[src/rtl/hazard_ctrl.sv]
// Hazard and sequencing controller for a 5-stage MIPS pipeline: load-use and
// branch-operand stalls, branch/jump redirect, data-memory freeze and statistics.
module hazard_ctrl #(
  parameter int TIMEOUT = 16,
  parameter int CW      = 16
) (
  input  logic          clk,
  input  logic          rst_n,
  input  logic [4:0]    id_rs,
  input  logic [4:0]    id_rt,
  input  logic          id_uses_rs,
  input  logic          id_uses_rt,
  input  logic          id_is_branch,
  input  logic          id_branch_taken,
  input  logic          id_jump,
  input  logic          ex_memread,
  input  logic          ex_regwrite,
  input  logic [4:0]    ex_rd,
  input  logic          mem_memread,
  input  logic [4:0]    mem_rd,
  input  logic          dmem_req,
  input  logic          dmem_ack,
  output logic          pc_stall,
  output logic          ifid_stall,
  output logic          ifid_flush,
  output logic          idex_bubble,
  output logic          pipe_freeze,
  output logic          pcsrc_sel,
  output logic          mem_err,
  output logic [CW-1:0] stall_cnt,
  output logic [CW-1:0] flush_cnt
);

  localparam int            WW     = $clog2(TIMEOUT + 1);
  localparam logic [WW-1:0] TO_VAL = WW'(TIMEOUT);

  typedef enum logic [1:0] {
    S_RUN  = 2'd0,
    S_WAIT = 2'd1,
    S_ERR  = 2'd2
  } state_t;

  state_t        r_state, w_state_nxt;
  logic [WW-1:0] r_wait_cnt, w_wait_cnt_nxt;
  logic [CW-1:0] r_stall_cnt, r_flush_cnt;

  logic w_lu, w_bh, w_hz, w_freeze, w_redirect;

  // Register 0 is hard-wired zero, so a write to it can never feed ID.
  function automatic logic f_match(input logic [4:0] r, input logic [4:0] rs,
                                   input logic [4:0] rt, input logic urs,
                                   input logic urt);
    return (r != 5'd0) && ((urs && (r == rs)) || (urt && (r == rt)));
  endfunction

  function automatic logic [CW-1:0] f_sat_inc(input logic [CW-1:0] v, input logic en);
    return (en && (v != {CW{1'b1}})) ? v + CW'(1) : v;
  endfunction

  assign w_lu = ex_memread && f_match(ex_rd, id_rs, id_rt, id_uses_rs, id_uses_rt);
  // Branches resolve in ID, so an EX ALU result or a MEM load is still too late.
  assign w_bh = id_is_branch &&
                ((ex_regwrite && f_match(ex_rd, id_rs, id_rt, id_uses_rs, id_uses_rt)) ||
                 (mem_memread && f_match(mem_rd, id_rs, id_rt, id_uses_rs, id_uses_rt)));
  assign w_hz = w_lu || w_bh;

  assign w_freeze = ((r_state == S_RUN) && dmem_req && !dmem_ack) ||
                    ((r_state == S_WAIT) && !dmem_ack) ||
                    (r_state == S_ERR);

  assign w_redirect = !w_freeze && !w_hz &&
                      ((id_is_branch && id_branch_taken) || id_jump);

  always_comb begin
    w_state_nxt    = r_state;
    w_wait_cnt_nxt = r_wait_cnt;
    case (r_state)
      S_RUN: begin
        if (dmem_req && !dmem_ack) begin
          w_state_nxt    = S_WAIT;
          w_wait_cnt_nxt = WW'(1);
        end
      end
      S_WAIT: begin
        if (dmem_ack) begin
          w_state_nxt    = S_RUN;
          w_wait_cnt_nxt = '0;
        end else if (r_wait_cnt == TO_VAL) begin
          w_state_nxt = S_ERR;
        end else begin
          w_wait_cnt_nxt = r_wait_cnt + WW'(1);
        end
      end
      S_ERR: begin
        w_state_nxt = S_ERR;
      end
      default: begin
        w_state_nxt    = S_RUN;
        w_wait_cnt_nxt = '0;
      end
    endcase
  end

  always_ff @(posedge clk or negedge rst_n) begin
    if (!rst_n) begin
      r_state     <= S_RUN;
      r_wait_cnt  <= '0;
      r_stall_cnt <= '0;
      r_flush_cnt <= '0;
    end else begin
      r_state     <= w_state_nxt;
      r_wait_cnt  <= w_wait_cnt_nxt;
      r_stall_cnt <= f_sat_inc(r_stall_cnt, pc_stall);
      r_flush_cnt <= f_sat_inc(r_flush_cnt, ifid_flush);
    end
  end

  assign pipe_freeze = w_freeze;
  assign pc_stall    = w_freeze || w_hz;
  assign ifid_stall  = w_freeze || w_hz;
  assign idex_bubble = !w_freeze && w_hz;
  assign pcsrc_sel   = w_redirect;
  assign ifid_flush  = w_redirect;
  assign mem_err     = (r_state == S_ERR);
  assign stall_cnt   = r_stall_cnt;
  assign flush_cnt   = r_flush_cnt;

endmodule

[config.mk]
export PLATFORM = sky130hd
export DESIGN_NAME = hazard_ctrl
export DESIGN_NICKNAME = d
export VERILOG_FILES = /design/src/rtl/hazard_ctrl.sv
export SDC_FILE = /design/constraint.sdc
export NUM_CORES = 1
export LEC_CHECK = 0
export ABC_CLOCK_PERIOD_IN_PS = 2050
export CAP_MARGIN = 5
export CORE_AREA = 2 2 77 79
export DETAILED_ROUTE_END_ITERATION = 8
export DIE_AREA = 0 0 79 81
export PLACE_DENSITY = 0.81
export SYNTH_ARGS = -nofsm -noshare
export SYNTH_HDL_FRONTEND = slang
export SYNTH_SLANG_ARGS = --single-unit
[constraint.sdc]
create_clock -name clk -period 2.05 [get_ports clk]
set_input_delay 0.205 -clock clk [delete_from_list [all_inputs] [get_ports clk]]
set_output_delay 0.205 -clock clk [all_outputs]
set_load 0.005 [all_outputs]
# Word level (Yosys, flattened, before mapping)
# Cells that the tools add are included.
# Widths: inputs -> output; s select.
[classes]
bitwise = 1
reduce_logical = 36
n_mux = 8
n_addsub = 3
eq_ne = 12
[op_table]
columns = ["op", "n"]
rows = [
  ["$add 16x1->16 const B", 2],
  ["$ne 16x16->1 const B", 2],
  ["$eq 5x5->1", 4],
  ["$logic_and 1x1->1", 20],
  ["$mux 5", 3],
  ["$pmux 5 s3", 1],
  ["$reduce_bool 5->1", 2],
  ["$logic_or 1x1->1", 8],
  ["$mux 2", 3],
  ["$pmux 2 s3", 1],
  ["$add 5x1->5 const B", 1],
  ["$eq 5x5->1 const B", 1],
  ["$logic_not 1->1", 3],
  ["$ne 3x2->1 const B", 1],
  ["$ne 3x3->1 const B", 1],
  ["$reduce_and 3->1", 1],
  ["$eq 2x1->1 const B", 1],
  ["$eq 2x2->1 const B", 1],
  ["$logic_not 2->1", 1],
  ["$ne 2x1->1 const B", 1],
  ["$reduce_and 2->1", 1],
  ["$not 1->1", 1],
]
[word_totals]
reg_bits = 39
inputBits = 32
wordCells = 64
out_inout_bits = 39

# Depth between registers and ports, before layout
# Gate-level depths: netlist of run 1.
[logic_depth]
ltp_word = 12
depth_mapped = 9
depth_no_buf = 7

# Worst setup path after synthesis of run 1
# Ideal clock, no wire load.
[synth_timing]
path_kind = "register to register"
startpoint = "register r_state[0]"
endpoint = "register r_stall_cnt[1], in the netlist stall_cnt[1]"
path_stages_with_launch = 8
setup_time_ns = 0.125
setup_slack_ns = -0.052
required_time_ns = 1.925
synth_period_minus_slack_ns = 2.102
t_arrival_ns = 1.977
path_buffers = 1
cell_sequence = "dfrtp_1 buf_2 or2_1 a21oi_1 inv_1 a221oi_1 or2_1 mux2_2"
[synth_between]
elab_chain_len = 7
word_cells_on_any_way = 10
classes_between = "eq/ne (2); reduce/logical (8)"
[synth_lines]
columns = ["item", "line_no", "source"]
rows = [
  ["start: declaration", "43", "state_t r_state, w_state_nxt;"],
  ["start signal: assignment", "111", "r_state <= w_state_nxt;"],
  ["$logic_not 2->1", "67", "assign w_freeze = ((r_state == S_RUN) && dmem_req && !dmem_ack) ||"],
  ["$logic_and 1x1->1 (2 in a row)", "67", ""],
  ["$logic_or 1x1->1", "67", ""],
  ["$logic_or 1x1->1 *", "68", "((r_state == S_WAIT) && !dmem_ack) ||"],
  ["via pipe_freeze", "27", "output logic pipe_freeze,"],
  ["$logic_or 1x1->1 *", "119", "assign pc_stall = w_freeze || w_hz;"],
  ["$logic_and 1x1->1 *", "57", "return (en && (v != {CW{1'b1}})) ? v + CW'(1) : v;"],
  ["end signal: assignment", "113", "r_stall_cnt <= f_sat_inc(r_stall_cnt, pc_stall);"],
  ["end: declaration", "45", "logic [CW-1:0] r_stall_cnt, r_flush_cnt;"],
]
# Mark *: on every way through the listed nets, which the timed path passes. The rest lies on a longest branch.
# A chain may end at the register's enable or synchronous reset.

# Final worst setup path of run 1
[layout_timing]
startpoint = "input mem_rd[4]"
endpoint = "register r_stall_cnt[14], in the netlist stall_cnt[14]"
[layout_between]
elab_chain_len = 10
word_cells_on_any_way = 13
classes_between = "eq/ne (2); reduce/logical (11)"
[layout_lines]
columns = ["item", "line_no", "source"]
rows = [
  ["start: declaration", "20", "input logic [4:0] mem_rd,"],
  ["$eq 5x5->1", "53", "return (r != 5'd0) && ((urs && (r == rs)) || (urt && (r == rt)));"],
  ["$logic_and 1x1->1", "53", ""],
  ["$logic_or 1x1->1", "53", ""],
  ["$logic_and 1x1->1 *", "53", ""],
  ["$logic_and 1x1->1 *", "64", "(mem_memread && f_match(mem_rd, id_rs, id_rt, id_uses_rs, id_uses_rt)));"],
  ["$logic_or 1x1->1 *", "63", "((ex_regwrite && f_match(ex_rd, id_rs, id_rt, id_uses_rs, id_uses_rt)) ||"],
  ["$logic_and 1x1->1 *", "62", "assign w_bh = id_is_branch &&"],
  ["$logic_or 1x1->1 *", "65", "assign w_hz = w_lu || w_bh;"],
  ["$logic_or 1x1->1 *", "119", ""],
  ["$logic_and 1x1->1 *", "57", ""],
]
# Mark *: on every way between the ends. The rest lies on a longest branch, timed or not.

==> results by group, run 1 <==
Status
  • Status: finished with violations
  • Violations in the final reports: setup timing

Yosys
  • Top cells by area, synth: dfrtp_1 (43%), xnor2_1 (11%), xor2_1 (8.2%)
  • Synth top area share: 43.3%
  • Mapped cell area: around 0.0023 mm2
  • Post-synthesis mux area share: 2.39%
  • Mapped Cells: 232
  • Most common cell in the netlist: dfrtp_1
  • Mapped Nets: 268
  • Seq cells post-synth: 39
  • Compound-Gate Fraction of Synth Area: slightly above 7%
  • Mean Syn Cell Area: 9.72 um2
  • Register area share after synthesis: between 40% and 50%
  • Synth Area in XOR/XNOR: 19.0%
  • Ys Warns: 0
  • Distinct cell type count after synthesis: 40
  • Ys async rst share: 100%
  • Synth Area in Simple Gates: 22.3%
  • Post-synth EDFFs: 0
  • Main combinational cell family by area after synthesis: simple AND/OR/NAND/NOR gates
  • Adder-Cell Fraction of Synth Area: 2.22%
  • Most frequent cells after synthesis: dfrtp_1 (39), xnor2_1 (28), nand2_1 (24)
  • Area leader, netlist: dfrtp_1
  • Synth Flop Type: dfrtp_1

Critical path
  • Arr. time, crit path: 2230 ps
  • Startpoint types: input port
  • CP Class: in2reg
  • Critical path's largest stage delay: between 300 and 400 ps
  • Crit-path cells: dlygate4sd2_1 -> xnor2_1 -> nand4_1 -> o22ai_2 -> a221oi_4 -> buf_6 -> buf_4 -> buf_4 -> nor4_4 -> mux2_4
  • Critical-path top delay cell: mux2_4
  • Worst Setup End Kind: flop
  • WP data required: 2230 ps
  • Crit path top cell by count: buf_4
  • CP max FO: 5

Finish
  • Fin nets: 382
  • Area grow syn2layout: 57.4%
  • Antenna fix cells: 0
  • Layout cells sized above 1: about a quarter
  • Post-route cell area: 0.00355 mm2
  • Fillers: 494

Place
  • DP Worst Slack: -570 ps
  • Hpwl dp: 4.40 mm
  • Post-DP Area: around 0.0033 mm2
  • Number of buffers added on ports: 70
  • Final RePlAce weighted congestion: 0.831

CTS
  • CTS tree: yes
  • Number of CTS-inserted buffers: 5
  • Htree depth: 2
  • Reg clk slew, reported paths: ~70 ps
  • Clock Latency Late Sink: around 290 ps
  • CTS Buffer Depth: 2
  • Clk sinks: 39
  • CTS Root Buffer Type: clkbuf_8
  • Hold-fix buffers at CTS: 0

Die
  • Core area: 0.00568 mm2
  • Die Y: 81 um
  • FP Rows: 28
  • Initial Util: between 30% and 40%
  • # IOs: 71
  • Die area: roughly 0.0064 mm2
  • DIE WIDTH: 79 um

Global route
  • Antenna violations before repair: 0
  • Global-route wire length before repair: 9.97 mm
  • All-Layer GR Usage: 20.0%
  • Largest net degree at the start of global routing: 40
  • Gr ovfl total: 0
  • Vias in the first global route: 2210

Power and ir drop
  • Comb power frac: 37.4%
  • Final Total Pwr: 2760 uW
  • P_leak: 0.00157 uW
  • Clock Power Share: 24.1%
  • Max rail drop VDD: 0.665 mV
  • Flop pwr share: 38.5%
  • Net switching power: about 820 uW
  • Internal Pwr Total: 1940 uW
  • Power per Cell Area: 777 mW/mm2
  • Switching share of total power: 29.7%

Detailed routing
  • Vias per Instance: 5.07
  • Initial DRC Count: 150
  • Total iterations of the first detailed-routing run: 6
  • Antenna Nets Post-Route: 0
  • Residual DRC count: 0
  • Vias: 2140
  • Final WL: 6.22 mm
  • WL/cell: approximately 15 um

Timing
  • Worst-Margin Slew: 834 ps
  • Maximum clock frequency: 487 MHz
  • RSZ-0062 raised after global routing: yes
  • Endpoints failing setup: 1
  • Tcrit/Tclk final: 100%
  • Final hold viol count: 0
  • Crit path time final: 2050 ps
  • Setup TNS: -1.33 ps
  • Worst setup margin: -1.33 ps
  • Pins Over Slew Limit: 0
  • Setup Skew: 6.23 ps
  • Max-slew headroom: 44.4%

Min path
  • Hold WC Path Type: in2async

Run
  • Max-Cap Viols: 0
[state kept, by name, summed over array words and instances (netlist names)]
name	cells
flush_cnt	16
stall_cnt	16
r_wait_cnt	5
r_state	2
[what timing repair did]
action,4_1_cts,5_1_grt
pin swaps,14,11
buffers inserted,5,2
endpoints found under the setup margin,27,16
resized for setup,54,19
[stage by stage]
step           cells  hold slack, ps  util (%)
6_report         422            11.5      62.5
5_1_grt          422            62.4      62.5
4_1_cts          420            41.6      61.1
3_5_place_dp     407             364      58.1
3_3_place_gp     407             368      58.1
2_1_floorplan    232           -90.6         -
[power groups by stage]
stage                     clock network (uW)  logic [uW]  registers, uW
after floorplan                            0         342           1100
after global placement                     0         995           1060
after detailed placement                   0        1020           1070
after CTS                                680        1020           1060
after global routing                     723        1130           1090
final                                    664        1030           1060
[final timing paths]
check                              startpoint       endpoint  slack, ps  depth (start not counted)
max in group asynchronous               rst_n   flush_cnt[4]       1510                          1
worst max-delay path                mem_rd[4]  stall_cnt[14]         -1                         10
worst min-delay path                    rst_n  stall_cnt[11]         10                          1
worst max register to register     r_state[0]  stall_cnt[14]         10                         10
worst min register to register  stall_cnt[15]  stall_cnt[15]        510                          1
min in group clk                stall_cnt[15]  stall_cnt[15]        510                          1
[cells by family (layout without fill, tap and decap cells)]
kind of cell             Yosys count  in the layout
flip-flops                        39             39
XOR/XNOR                          49             49
adder cells (fa/ha/maj)            4              4
multiplexers                       5              5
AO/OA/AOI/OAI                     23             23
AND/OR/NAND/NOR                   95             95
buffers and inverters             17            132
[routing by layer]
metal  GRT usage [%]  share of wire (%)  wire length [um]  vias up
met2            36.9                 51              3150       66
met5               0                  0                 0        -
li1                -                  -                 -     1048
met3            5.33                6.6               408       12
met4            7.41                2.1               130        0
met1            21.9                 41              2530     1014
[cell usage in the layout, fill, tap and decap left out, drive strengths merged, types with 3 or more instances in the layout]
cell / count
xnor2: 28
buf: 52
xor2: 21
mux2: 3
clkdlybuf4s50: 44
o22ai: 6
dlygate4sd2: 15
nor4: 15
ha: 4
inv: 8
nor3: 9
dfrtp: 39
nand2: 24
nand3: 11
nand4: 10
a21oi: 7
or2: 4
nor2: 10
clkdlybuf4s15: 3
clkbuf: 8
[worst max-delay path: cells and delay by family]
family | cells | cell delay (ps)
mux | 1 | 330
compound gates | 2 | 330
xor+xnor | 1 | 210
simple gates | 2 | 430
buf+inv | 4 | 720
[area by class of cell]
class / count / area, um2 / share of cell area, %
multi-input combinational: 176 / 1330 / 37.6
clock buffer: 6 / 82.6 / 2.33
sequential: 39 / 976 / 27.5
timing repair buffer: 116 / 998 / 28.1
inverter: 8 / 30.0 / 0.846
tap: 75 / 93.8 / 2.64
clock inverter: 2 / 35.0 / 0.987
(Power assumes the default switching activity.)
==> run 2, diff against run 1 <==
--- a/config.mk
+++ b/config.mk
@@ -7,10 +7,10 @@
 export LEC_CHECK = 0
 export ABC_CLOCK_PERIOD_IN_PS = 2050
 export CAP_MARGIN = 5
-export CORE_AREA = 2 2 77 79
+export CORE_AREA = 2 2 79 81
 export DETAILED_ROUTE_END_ITERATION = 8
-export DIE_AREA = 0 0 79 81
-export PLACE_DENSITY = 0.81
+export DIE_AREA = 0 0 81 83
+export PLACE_DENSITY = 0.78
 export SYNTH_ARGS = -nofsm -noshare
 export SYNTH_HDL_FRONTEND = slang
 export SYNTH_SLANG_ARGS = --single-unit
==> results by group, run 2 (synthesis gave the netlist of run 1 again) <==
Power and ir drop
  • Max rail drop VDD: 0.778 mV (+17%)
  • P_leak: 0.00157 uW (-0.15%)
  • Internal Pwr Total: 2040 uW (+5.2%)
  • Flop pwr share: 37.0% (-1.5 points)
  • Switching share of total power: 29.5% (-0.15 points)
  • Net switching power: 855 uW (+4.5%)
  • Final Total Pwr: 2900 uW (+5.0%)
  • Power per Cell Area: 806 mW/mm2 (+3.6%)
  • Clock Power Share: 26.4% (+2.3 points)
  • Comb power frac: 36.6% (-0.8 points)

Timing
  • Final hold viol count: 0 (unchanged)
  • Maximum clock frequency: 497 MHz (+2.0%)
  • Tcrit/Tclk final: 98.1% (-2.0 points)
  • Worst-Margin Slew: 507 ps (-328 ps)
  • Pins Over Slew Limit: 0 (unchanged)
  • RSZ-0062 raised after global routing: yes
  • Setup TNS: 0 ps (+1.33 ps)
  • Max-slew headroom: 66.2% (+22 points)
  • Endpoints failing setup: 0 (-1)
  • Crit path time final: 2010 ps (-41.1 ps)
  • Fin Hold WS: 497 ps (+486 ps)
  • Setup Skew: 10.9 ps (+4.66 ps)

Critical path
  • Reg2reg end: stall_cnt[1]
  • CP max FO: 7 (+2)
  • WP data required: 2240 ps (about the same)
  • Reg2Reg Setup Slack: 60 ps (+50 ps)
  • Startpoint types: input port
  • Worst r2r src: r_state[0]
  • CP Class: in2reg
  • Arr. time, crit path: 2200 ps (-30 ps)
  • Worst R2R Path Depth: 8 (-2)
  • Worst Setup End Kind: flop

Detailed routing
  • Initial DRC Count: 131 (-13%)
  • Total iterations of the first detailed-routing run: 4 (-2)
  • WL/cell: 14.8 um (+0.30%)
  • Antenna Nets Post-Route: 0 (unchanged)
  • Final WL: 6.21 mm (-0.18%)
  • Residual DRC count: 0 (unchanged)
  • Vias: 2175 (+1.6%)
  • Vias per Instance: 5.18 (+2.1%)

Die
  • Die Y: 83 um (+2.5%)
  • # IOs: 71 (unchanged)
  • Core area: 0.00582 mm2 (+2.5%)
  • FP Rows: 28 (unchanged)
  • Die area: 0.00672 mm2 (+5.1%)
  • Initial Util: 38.8% (-0.96 points)
  • DIE WIDTH: 81 um (+2.5%)

CTS
  • Clk sinks: 39 (unchanged)
  • CTS Buffer Depth: 2 (unchanged)
  • CTS tree: yes
  • Reg clk slew, reported paths: 80 ps (about the same)
  • Clock Latency Late Sink: 290 ps (about the same)
  • CTS Root Buffer Type: clkbuf_8
  • Htree depth: 2 (unchanged)
  • Number of CTS-inserted buffers: 5 (unchanged)

Run
  • Max-Cap Viols: 0 (unchanged)

Status
  • Status: completed

Finish
  • Fin nets: 380 (-0.52%)
  • Area grow syn2layout: 59.5%
  • Most frequent cells in the layout: clkdlybuf4s50_1 (44), buf_4 (41), dfrtp_1 (39)
  • Layout cells sized above 1: 26.7% (+1.9 points)
  • Antenna fix cells: 0 (unchanged)
  • Post-route cell area: 0.00360 mm2 (+1.3%)
  • Commonest non-fill, non-tap cell in the layout: clkdlybuf4s50_1

Global route
  • Largest net degree at the start of global routing: 40 (unchanged)
  • Global-route wire length before repair: 9.95 mm (-0.21%)
  • Gr ovfl total: 0 (unchanged)
  • Vias in the first global route: 2250 (+1.8%)
  • All-Layer GR Usage: 18.4% (-1.6 points)
  • Antenna violations before repair: 0 (unchanged)

Place
  • Hpwl dp: 4.48 mm (+1.7%)
  • Post-DP Area: 0.00330 mm2 (+0.23%)
  • Final RePlAce weighted congestion: 0.792 (-4.7%)
  • Number of buffers added on ports: 70 (unchanged)

Min path
  • Hold WC Path Type: in2async
## run 2: cell types whose count changed in the layout (fill, tap and decap cells not counted), moves of 2 or more
cell    previous run  this run
nor4_1            11         4
nor4_2             2         9
buf_4             43        41
nor3_2             0         2
or3_1              2         0
or3_4              0         2
## run 2: worst max path at each step
stage / from / end / slack (ps) / cells past startpoint
2_1_floorplan: r_state[0] / flush_cnt[5] / 30 / 8
3_3_place_gp: mem_rd[0] / pcsrc_sel / -520 / 6
3_5_place_dp: mem_rd[0] / pcsrc_sel / -570 / 6
4_1_cts: r_state[0] / pc_stall / 10 / 7
5_1_grt: r_state[0] / stall_cnt[1] / -10 / 8
6_report: mem_rd[1] / flush_cnt[2] / 40 / 9
## run 2: area by class of cell
cell class              count  area, um2
multi-input cells         176       1370
flip-flops and latches     39        976
clock inverters             3       67.6
inverters                   8       30.0
well taps                  75       93.8
clock buffers               5       68.8
fillers                   511       2220
repair buffers            114        988
## run 2: worst max-delay path, cell delays in order
cell     delay (ps)
buf_2           110
or3_4           370
o311a_1         340
a22o_1          260
buf_6           140
buf_4           130
buf_4           120
or3_4           390
xnor2_2         130
## run 2: repair_timing
item | CTS | global route
gates resized for setup | 49 | 26
setup buffers | 3 | 0
hold buffers | 1 | 0
endpoints found under the hold margin | 39 | 0
pin swaps | 13 | 9
gates cloned | 0 | 0
endpoints found under the setup margin | 34 | 29
## run 2: stage by stage
step,util (%),setup WS (ps),cells
finish,61.8,39.8,420
floorplan,-,33.1,232
global placement,56.8,-523,408
detailed placement,56.8,-566,408
global route,61.8,-14.9,420
CTS,59.8,9.77,420
## run 2: power by group through the flow
stage / clock, uW / combinational [uW] / sequential, uW
2_1_floorplan: 0 / 342 / 1100
3_3_place_gp: 0 / 997 / 1070
3_5_place_dp: 0 / 1020 / 1080
4_1_cts: 784 / 1020 / 1070
5_1_grt: 816 / 1160 / 1090
6_report: 764 / 1060 / 1070
## run 2: metal layers
| layer | global-route usage (%) | wire [um] | up-vias |
|---|---|---|---|
| li1 | - | - | 1044 |
| met1 | 22.8 | 2620 | 1044 |
| met2 | 31.1 | 3020 | 75 |
| met3 | 5.11 | 452 | 12 |
| met4 | 4.93 | 114 | 0 |
| met5 | 0 | 0 | - |
==> run 3, diff against run 2 <==
--- a/config.mk
+++ b/config.mk
@@ -5,7 +5,6 @@
 export SDC_FILE = /design/constraint.sdc
 export NUM_CORES = 1
 export LEC_CHECK = 0
-export ABC_CLOCK_PERIOD_IN_PS = 2050
 export CAP_MARGIN = 5
 export CORE_AREA = 2 2 79 81
 export DETAILED_ROUTE_END_ITERATION = 8
==> results of run 3 <==
Final layout, timing and power as in run 2 (identical DEF).
